File: src/rtl/load_store_unit_pkg.sv
// load_store_unit_pkg: access-size encodings and controller state type shared by the LSU files.
package load_store_unit_pkg;
    localparam logic [1:0] SZ_BYTE = 2'd0;
    localparam logic [1:0] SZ_HALF = 2'd1;
    localparam logic [1:0] SZ_WORD = 2'd2;

    typedef enum logic [2:0] {IDLE, RD, RMW_RD, WR, RESP} state_t;
endpackage

File: src/rtl/load_store_unit_if.sv
// load_store_unit_if: pipeline request/response channel plus the word-addressed data memory port.
interface load_store_unit_if;
    logic        req_valid;
    logic        req_ready;
    logic        req_write;
    logic [1:0]  req_size;
    logic        req_signed;
    logic [31:0] req_addr;
    logic [31:0] req_wdata;
    logic        resp_valid;
    logic        resp_ready;
    logic [31:0] resp_rdata;
    logic        resp_err;
    logic [31:0] mem_address;
    logic [31:0] mem_write_data;
    logic        mem_read;
    logic        mem_write;
    logic [31:0] mem_read_data;

    modport slave (
        input  req_valid, req_write, req_size, req_signed, req_addr, req_wdata, resp_ready, mem_read_data,
        output req_ready, resp_valid, resp_rdata, resp_err, mem_address, mem_write_data, mem_read, mem_write
    );

    modport master (
        output req_valid, req_write, req_size, req_signed, req_addr, req_wdata, resp_ready, mem_read_data,
        input  req_ready, resp_valid, resp_rdata, resp_err, mem_address, mem_write_data, mem_read, mem_write
    );
endinterface

File: src/rtl/load_store_unit_lane_align.sv
// lsu_lane_align: little-endian lane extraction/extension for loads and lane merge for sub-word stores.
module lsu_lane_align
    import load_store_unit_pkg::*;
(
    input  logic [31:0] i_word,
    input  logic [1:0]  i_addr,
    input  logic [1:0]  i_size,
    input  logic        i_signed,
    input  logic [31:0] i_wdata,
    output logic [31:0] o_rdata,
    output logic [31:0] o_wdata
);
    logic [4:0]  w_bsh;
    logic [4:0]  w_hsh;
    logic [7:0]  w_byte;
    logic [15:0] w_half;

    assign w_bsh  = {i_addr, 3'b000};
    assign w_hsh  = {i_addr[1], 4'b0000};
    assign w_byte = i_word[w_bsh +: 8];
    assign w_half = i_word[w_hsh +: 16];

    always_comb begin
        o_rdata = i_size == SZ_BYTE ? {{24{i_signed & w_byte[7]}}, w_byte} :
                  i_size == SZ_HALF ? {{16{i_signed & w_half[15]}}, w_half} : i_word;
        o_wdata = i_size == SZ_BYTE ? (i_word & ~(32'h0000_00FF << w_bsh)) | ({24'b0, i_wdata[7:0]} << w_bsh) :
                  i_size == SZ_HALF ? (i_word & ~(32'h0000_FFFF << w_hsh)) | ({16'b0, i_wdata[15:0]} << w_hsh) :
                  i_wdata;
    end
endmodule

File: src/rtl/load_store_unit.sv
// load_store_unit: single-outstanding byte/half/word load-store initiator for a word-addressed data memory,
// with read-modify-write for sub-word stores and error reporting for bad accesses.
module load_store_unit
    import load_store_unit_pkg::*;
#(
    parameter int MEM_WORDS = 256
) (
    input logic              clk,
    input logic              rst,
    load_store_unit_if.slave bus
);
    localparam logic [31:0] LIMIT = 32'(MEM_WORDS * 4);

    state_t      r_state;
    state_t      w_next;
    logic [1:0]  r_addr;
    logic [1:0]  r_size;
    logic        r_signed;
    logic [31:0] r_wdata;
    logic        r_resp_valid;
    logic [31:0] r_rdata;
    logic        r_err;
    logic [31:0] r_mem_addr;
    logic [31:0] r_mem_wdata;
    logic        w_err;
    logic [31:0] w_rdata;
    logic [31:0] w_merged;

    assign w_err = bus.req_size == 2'd3 ||
                   (bus.req_size == SZ_HALF && bus.req_addr[0]) ||
                   (bus.req_size == SZ_WORD && bus.req_addr[1:0] != 2'b00) ||
                   bus.req_addr >= LIMIT;

    lsu_lane_align u_align (
        .i_word   (bus.mem_read_data),
        .i_addr   (r_addr),
        .i_size   (r_size),
        .i_signed (r_signed),
        .i_wdata  (r_wdata),
        .o_rdata  (w_rdata),
        .o_wdata  (w_merged)
    );

    always_comb begin
        w_next = r_state;
        case (r_state)
            IDLE:    if (bus.req_valid) w_next = w_err ? RESP : !bus.req_write ? RD :
                                                 bus.req_size == SZ_WORD ? WR : RMW_RD;
            RD:      w_next = RESP;
            RMW_RD:  w_next = WR;
            WR:      w_next = RESP;
            RESP:    if (bus.resp_ready) w_next = IDLE;
            default: w_next = IDLE;
        endcase
    end

    always_ff @(posedge clk) begin
        if (!rst) begin
            r_state      <= IDLE;
            r_addr       <= '0;
            r_size       <= '0;
            r_signed     <= 1'b0;
            r_wdata      <= '0;
            r_resp_valid <= 1'b0;
            r_rdata      <= '0;
            r_err        <= 1'b0;
            r_mem_addr   <= '0;
            r_mem_wdata  <= '0;
        end else begin
            r_state      <= w_next;
            r_resp_valid <= w_next == RESP;
            if (r_state == IDLE && bus.req_valid) begin
                r_addr      <= bus.req_addr[1:0];
                r_size      <= bus.req_size;
                r_signed    <= bus.req_signed;
                r_wdata     <= bus.req_wdata;
                r_err       <= w_err;
                r_rdata     <= '0;
                r_mem_addr  <= {2'b00, bus.req_addr[31:2]};
                r_mem_wdata <= bus.req_wdata;
            end
            if (r_state == RD) r_rdata <= w_rdata;
            if (r_state == RMW_RD) r_mem_wdata <= w_merged;
        end
    end

    assign bus.req_ready      = r_state == IDLE;
    assign bus.resp_valid     = r_resp_valid;
    assign bus.resp_rdata     = r_rdata;
    assign bus.resp_err       = r_err;
    assign bus.mem_address    = r_mem_addr;
    assign bus.mem_write_data = r_mem_wdata;
    assign bus.mem_read       = r_state == RD || r_state == RMW_RD;
    assign bus.mem_write      = r_state == WR;
endmodule

File: src/flat_wrapper.sv
// flat-port wrapper written by rule: the top's interface ports become plain ports
module load_store_unit_flat import load_store_unit_pkg::*;
#(
    parameter int MEM_WORDS = 256
)
  (clk, rst, bus_req_valid, bus_req_write, bus_req_size, bus_req_signed, bus_req_addr, bus_req_wdata, bus_resp_ready, bus_mem_read_data, bus_req_ready, bus_resp_valid, bus_resp_rdata, bus_resp_err, bus_mem_address, bus_mem_write_data, bus_mem_read, bus_mem_write);
  load_store_unit_if bus_i ();
  input logic clk;
  input logic rst;
  input wire logic [$bits(bus_i.req_valid)-1:0] bus_req_valid;
  input wire logic [$bits(bus_i.req_write)-1:0] bus_req_write;
  input wire logic [$bits(bus_i.req_size)-1:0] bus_req_size;
  input wire logic [$bits(bus_i.req_signed)-1:0] bus_req_signed;
  input wire logic [$bits(bus_i.req_addr)-1:0] bus_req_addr;
  input wire logic [$bits(bus_i.req_wdata)-1:0] bus_req_wdata;
  input wire logic [$bits(bus_i.resp_ready)-1:0] bus_resp_ready;
  input wire logic [$bits(bus_i.mem_read_data)-1:0] bus_mem_read_data;
  output wire logic [$bits(bus_i.req_ready)-1:0] bus_req_ready;
  output wire logic [$bits(bus_i.resp_valid)-1:0] bus_resp_valid;
  output wire logic [$bits(bus_i.resp_rdata)-1:0] bus_resp_rdata;
  output wire logic [$bits(bus_i.resp_err)-1:0] bus_resp_err;
  output wire logic [$bits(bus_i.mem_address)-1:0] bus_mem_address;
  output wire logic [$bits(bus_i.mem_write_data)-1:0] bus_mem_write_data;
  output wire logic [$bits(bus_i.mem_read)-1:0] bus_mem_read;
  output wire logic [$bits(bus_i.mem_write)-1:0] bus_mem_write;
  assign bus_i.req_valid = bus_req_valid;
  assign bus_i.req_write = bus_req_write;
  assign bus_i.req_size = bus_req_size;
  assign bus_i.req_signed = bus_req_signed;
  assign bus_i.req_addr = bus_req_addr;
  assign bus_i.req_wdata = bus_req_wdata;
  assign bus_i.resp_ready = bus_resp_ready;
  assign bus_i.mem_read_data = bus_mem_read_data;
  assign bus_req_ready = bus_i.req_ready;
  assign bus_resp_valid = bus_i.resp_valid;
  assign bus_resp_rdata = bus_i.resp_rdata;
  assign bus_resp_err = bus_i.resp_err;
  assign bus_mem_address = bus_i.mem_address;
  assign bus_mem_write_data = bus_i.mem_write_data;
  assign bus_mem_read = bus_i.mem_read;
  assign bus_mem_write = bus_i.mem_write;
  load_store_unit #(.MEM_WORDS(MEM_WORDS)) u_core (.clk(clk), .rst(rst), .bus(bus_i));
endmodule
File: config.mk
export PLATFORM = sky130hd
export DESIGN_NAME = load_store_unit_flat
export DESIGN_NICKNAME = d
export VERILOG_FILES = /design/src/rtl/load_store_unit_pkg.sv /design/src/rtl/load_store_unit_if.sv /design/src/rtl/load_store_unit_lane_align.sv /design/src/rtl/load_store_unit.sv /design/src/flat_wrapper.sv
export SDC_FILE = /design/constraint.sdc
export NUM_CORES = 1
export LEC_CHECK = 0
export BUFFER_PORTS_ARGS = -buffer_cell sky130_fd_sc_hd__buf_2
export CORE_ASPECT_RATIO = 1.2
export CORE_UTILIZATION = 53
export CTS_CLUSTER_SIZE = 28
export DETAILED_ROUTE_END_ITERATION = 7
export GPL_TIMING_DRIVEN = 0
export PLACE_DENSITY_LB_ADDON = 0.25
export SLEW_MARGIN = 20
export SYNTH_ARGS = -nofsm -noshare
export SYNTH_HDL_FRONTEND = slang
export SYNTH_SLANG_ARGS = --single-unit
File: constraint.sdc
create_clock -name clk -period 3 [get_ports clk]
set_clock_uncertainty 0.05 [all_clocks]
set_input_delay 0.15 -clock clk [delete_from_list [all_inputs] [get_ports clk]]
set_output_delay 0.15 -clock clk [all_outputs]
set_load 0.03 [all_outputs]
==> metrics.txt, run 1 <==
Fin. Hold Viols=0; Setup TNS Final=0 ns; number of remaining DRC errors=0; DR vias=7279; Final Cycle Share=82.7%; crit-path max FO=10; most numerous cell on the critical path=buf_2; Synth async-reset ratio=0%; antenna cells=0; Pins Over Slew Limit=0; initial antenna violation count=0; Clock Path Buffers=2; P_leak=between 3 and 4 nW; Max Cap Viol=0; Synth top area share=43.8%; Cell Rows=42; Setup Buffers After CTS=0; area of the multi-input gates=3180 um2; Total GRT Usage=38.8%; CTS Root Cell=clkbuf_16; vias in the first global route=7074; Via density=6.02; Initial Utilization=55.3%; pwr dens=555 nW/um2; status=completed; H-tree levels=4; post-synthesis sequential area ratio=43.8%; FF/Latch Area=~2700 um2; CP Cell Sequence=buf_1 > nor4b_2 > buf_2 > buf_2 > nand2_1 > a21oi_1; largest cells by area after synthesis=dfxtp_1 (44%), nand2_1 (10%), a21oi_1 (7.1%); worst skew pair latency=0.43 ns; unrepaired setup endpoints after global routing=no; CP arrival=roughly 2.8 ns; pin count of the biggest net entering global routing=17; nets@finish=1148; total wire length=23300 um; CTS buffer count=17; placed wire-length estimate=15400 um; Die ar.=12200 um2; Detail Route Antenna Nets=0; core area=~11000 um2; Final Setup Violations=0; slowest CP cell=nor4b_2; DR WL/cell=approximately 19 um; cts hold-fix bufs=78; post-CTS sizing=0; CP Class=reg2reg; total global routing overflow=0; Tightest Pin Transition=0.879 ns; GPL Wtd Cong=just under 1; Die W=101 um; share of layout cells above drive strength 1=24.7%; Primary FF master, synth=dfxtp_1; synth-to-layout area growth=41.1%; register bit count reported by yosys=around 140; Synth Area per Inst=~8.4 um2; Worst-path clk slew=0.06 ns; Req. time, crit path=roughly 3.3 ns; Layout Utilization=78.1%; initial drt markers=573; worst ir drop on vdd=405 uV; Netlist Area Pre-Place=6220 um2; Crit path largest cell delay=0.82 ns; Die Y=about 120 um; Slew Limit Headroom=41.2%; drt first pass iters=5; Post-synth EDFFs=0; Ys Warns=0; post-synthesis cell count=744; worst hold path class=in2reg; IO Port Bufs=202; first-pass GRT wire length=35900 um; Final Critical Period=2.48 ns; fillers=807; CP bufs+invs=3; Synth cell types=52; delay-heaviest family, CP=simple AND/OR/NAND/NOR gates; Worst setup EP type=flop; fmax=roughly 0.40 GHz; clock sink count=136; CTS tree=done; Ports=205; leading area contributor after synthesis=dfxtp_1; CP Launch Type=flop
-- cells by family after synthesis --
logic type | share of synthesized area, %
other cells | 0.0603
compound gates | 27.9
buf+inv | 5.19
xor+xnor | 0.141
flops | 43.8
mux | 4.14
simple gates | 18.7
-- synth_stat cells (all sizes together) (2+ instances only) --
cell type  count
nor2          11
or2            8
mux4           7
o31ai          5
nand2        171
nand4          2
nand3b        10
a21boi        31
o22ai         37
a211oi        10
o21ai         22
nand2b        11
mux2i         10
a21oi         88
o31a           2
buf           18
nor4           6
a32o           8
o2bb2ai        5
inv           12
and3           9
nor2b          9
a2bb2oi        8
a221o         23
clkbuf        48
o221ai         8
dfxtp        136
a41o           2
nor3          11
-- cell usage in the layout (no fill, tap or decap), types with 3 or more instances in the layout --
cell type | synthesis | final
o21ai_1 | 10 | 10
dlygate4sd3_1 | 0 | 78
nor3_1 | 11 | 11
and3_1 | 9 | 9
o31ai_1 | 5 | 5
a211oi_1 | 10 | 10
buf_1 | 3 | 3
inv_2 | 3 | 3
a21boi_0 | 10 | 10
nand3b_1 | 10 | 10
dfxtp_1 | 136 | 136
a21boi_1 | 21 | 21
clkinv_2 | 0 | 4
clkbuf_1 | 48 | 49
nand2_1 | 171 | 171
clkinvlp_4 | 0 | 4
o21ai_0 | 12 | 12
nor2b_1 | 9 | 9
a21oi_1 | 88 | 88
mux4_2 | 7 | 7
clkbuf_16 | 0 | 17
nor2_1 | 10 | 10
nor4_1 | 6 | 6
nand2b_1 | 11 | 11
a32o_1 | 8 | 8
buf_2 | 12 | 214
o22ai_1 | 37 | 37
a221o_1 | 23 | 23
o2bb2ai_1 | 5 | 5
or2_1 | 8 | 8
mux2i_1 | 10 | 10
inv_1 | 9 | 9
o221ai_1 | 8 | 8
a2bb2oi_1 | 8 | 8
-- routing by layer --
layer | vias up | GRT usage (%) | part of all wire, %
li1 | 3291 | - | -
met1 | 3360 | 44.1 | 36
met2 | 517 | 63.4 | 47
met3 | 111 | 11.6 | 11
met4 | 0 | 24.0 | 5.5
met5 | - | 0 | 0
-- worst paths after layout --
check	from	end	slack [ns]	cells after the start
worst min register to register	u_core.bus.resp_rdata[5]	u_core.bus.resp_rdata[5]	0.39	2
worst max-delay path	u_core.r_state[1]	u_core.bus.mem_address[8]	0.52	6
worst min-delay path	bus_mem_read_data[1]	u_core.bus.mem_write_data[1]	0.004	3
worst max register to register	u_core.r_state[1]	u_core.bus.mem_address[8]	0.52	6
-- power by group --
group	total [W]	switching [W]	internal, W
Clock	0.00205	0.000819	0.00124
Combinational	0.000859	0.000530	0.000329
Sequential	0.00196	0.0000624	0.00189
Total	0.00487	0.00141	0.00346
-- worst reg2reg max path: cells and delay by family, from the launching register on --
kind	cells	cell delay [ns]
buffers and inverters	3	0.89
AOI/OAI and AO/OA	1	0.20
and+or+nand+nor	2	0.91
DFF	1	0.33
-- sequential cells by signal, summed over array words and instances (netlist names) --
register	flops
u_core.bus.mem_write_data	32
u_core.r_state	3
u_core.bus.resp_err	1
u_core.r_wdata	32
u_core.bus.resp_rdata	32
u_core.bus.mem_address	30
u_core.bus.resp_valid	1
u_core.r_signed	1
u_core.r_addr	2
u_core.r_size	2
-- layout make-up --
type                    instances  area share, %
well taps                     154           2.19
plain buffers                  66           3.16
flip-flops and latches        136           31.0
repair buffers                280           20.4
inverters                      12          0.513
multi-input cells             531           36.2
clock inverters                12           1.45
clock buffers                  19           5.05
-- per-stage QoR --
stage	power (W)	setup slack [ns]	instances	instance area, um2	hold slack (ns)
2_1_floorplan	0.00245	1.21	745	6220	0.236
3_3_place_gp	0.00272	0.626	1101	7430	0.343
3_5_place_dp	0.00273	0.604	1101	7430	0.347
4_1_cts	0.00482	0.558	1210	8780	0.00261
5_1_grt	0.00500	0.422	1210	8780	0.00525
6_report	0.00487	0.519	1210	8780	0.00390
(Power assumes the default switching activity.)
==> run 2: changes to the inputs <==
CORE_UTILIZATION = 46   (was 53)
clock period = 2.04 ns   (was 3 ns; I/O delays follow)
==> run 2 against run 1 <==
  * Count of clock-buffer cells in the layout increased by 5
  * Cell area increased by 3.4%
  * Critical path depth decreased by 1
  * Routed wire length decreased by 1.3%
  * Hold slack improved by 0.011 ns
  * Global-route usage decreased by 5.6 points
  * Sequential share of layout area decreased by 1.0 points
  * Sequential cell count unchanged
  * Clock power increased by 53%
  * Power increased by 50%
  * Non-clock buffer count increased by 13
  * Critical path type unchanged
  * Critical endpoint is now u_core.bus.resp_rdata[24]
  * Largest cell class unchanged
  * Largest power group unchanged
==> metrics.txt, run 2 (synthesis results as in run 1) <==
status=completed; Hold Slack=0.0151 ns; core area=13200 um2; CTS tree=done; CTS Root Cell=clkbuf_16; Req. time, crit path=2.36 ns; Final Critical Period=between 1.5 and 2 ns; Die ar.=14000 um2; first-pass GRT wire length=35100 um; Cell Rows=46; Final Setup Violations=0; Setup WS pre-CTS=-0.420 ns; crit-path max FO=10; most common cell after layout, fill and taps aside=buf_2; slowest CP cell=or4b_4; Tightest Pin Transition=0.674 ns; reg-to-reg slack, setup=0.06 ns; Max Cap Viol=0; Crit Reg-Reg Startpoint=u_core.r_state[0]; drt first pass iters=6; initial drt markers=597; worst reg2reg path endpoint=u_core.bus.resp_rdata[24]; Via density=between 5 and 6; antenna cells=0; worst hold path class=in2reg; CTS buffer count=17; delay-heaviest family, CP=compound AO/OA/AOI/OAI gates; hold_sp=bus_mem_read_data[5]; clock sink count=approximately 140; CP Launch Type=flop; share of layout cells above drive strength 1=27.6%; Clock Path Buffers=2; CP bufs+invs=2; Setup WS post-layout=around 0.057 ns; fillers=1089; Worst setup EP type=flop; total global routing overflow=0; Die W=roughly 110 um; Slew Limit Headroom=a little under three fifths; Worst-path clk slew=around 0.060 ns; Ports=around 200; IO Port Bufs=202; nets@finish=1161; Die Y=129 um; WHS Endpoint=u_core.bus.mem_write_data[5]; number of non-filler instances in the completed layout=1237; CP Cell Sequence=buf_2 > or4b_4 > a2111oi_4 > buf_6 > a221o_1; Pins Over Slew Limit=0; commonest cells after routing, fill and taps aside=buf_2 (208), nand2_1 (170), dfxtp_1 (136); Total GRT Usage=33.2%; total wire length=23000 um; Fin. Hold Viols=0; synth-to-layout area growth=45.9%; Final Cycle Share=97.2%; FF/Latch Area=2720 um2; worst skew pair latency=~0.43 ns; Crit path largest cell delay=0.55 ns; Detail Route Antenna Nets=0; pwr dens=806 nW/um2; placed wire-length estimate=15900 um; pin count of the biggest net entering global routing=17; Layout Utilization=68.9%; Initial Utilization=47.2%; DR vias=7088; hold depth=3; Worst R2R Path Depth=5; initial antenna violation count=0; area of the multi-input gates=3270 um2; CP Class=reg2reg; P_leak=~3.9 nW; vias in the first global route=6717; DR WL/cell=18.6 um; fmax=0.504 GHz; H-tree levels=4; number of remaining DRC errors=0; placed insts=1115; CP arrival=2.30 ns; GPL Wtd Cong=0.940; worst ir drop on vdd=516 uV
==> run 2: through the flow <==
stage / instance area, um2 / total power (W) / setup TNS [ns]
after floorplan: 6220 / 0.00360 / 0
after global placement: 7440 / 0.00401 / -22.63
after detailed placement: 7440 / 0.00402 / -26.03
after CTS: 9000 / 0.00727 / 0
after global routing: 9080 / 0.00753 / -0.0174
final: 9080 / 0.00732 / 0
==> run 2: what timing repair did <==
item	in CTS	in global routing
gates resized for setup	19	33
pin swaps	2	2
buffers inserted	3	1
hold buffers	87	0
hold endpoints to repair	90	0
endpoints found under the setup margin	110	107
==> run 2: how the worst max path moves through the flow <==
stage	startpoint	depth (start not counted)	slack (ns)	to
global route	u_core.r_state[0]	5	-0.008	u_core.bus.resp_rdata[18]
detailed placement	u_core.r_state[1]	6	-0.42	u_core.bus.mem_write_data[15]
floorplan	u_core.r_addr[0]	6	0.25	u_core.bus.resp_rdata[21]
CTS	u_core.r_addr[1]	6	0.0001	u_core.bus.mem_write_data[16]
finish	u_core.r_state[0]	5	0.06	u_core.bus.resp_rdata[24]
global placement	u_core.r_state[1]	6	-0.39	u_core.bus.mem_write_data[15]
==> run 2: worst register-to-register path, cell delays in order (launching register included) <==
cell	delay (ns)
dfxtp_1	0.30
buf_2	0.23
or4b_4	0.55
a2111oi_4	0.45
buf_6	0.21
a221o_1	0.12
==> run 2: power breakdown <==
group	leakage [nW]	switching, W	internal, W	total [W]
clock network	0.294	0.00116	0.00198	0.00314
registers	1.11	0.0000887	0.00278	0.00287
logic	2.54	0.000781	0.000520	0.00130
total	3.95	0.00203	0.00528	0.00732
==> run 2: routing by layer <==
metal	global-route usage, %	up-vias	wire length (um)
met1	37.9	3289	8850
met3	8.20	70	2060
met2	56.9	402	11200
met5	0	-	0
li1	-	3327	-
met4	17.6	0	952
==> run 2: cell type report <==
type,count,area share (%)
multi-input combinational,531,36.0
sequential,136,30.0
timing repair buffer,293,21.1
clock buffer,24,5.64
buffer,66,3.49
tap,168,2.32
clock inverter,7,0.992
inverter,12,0.496
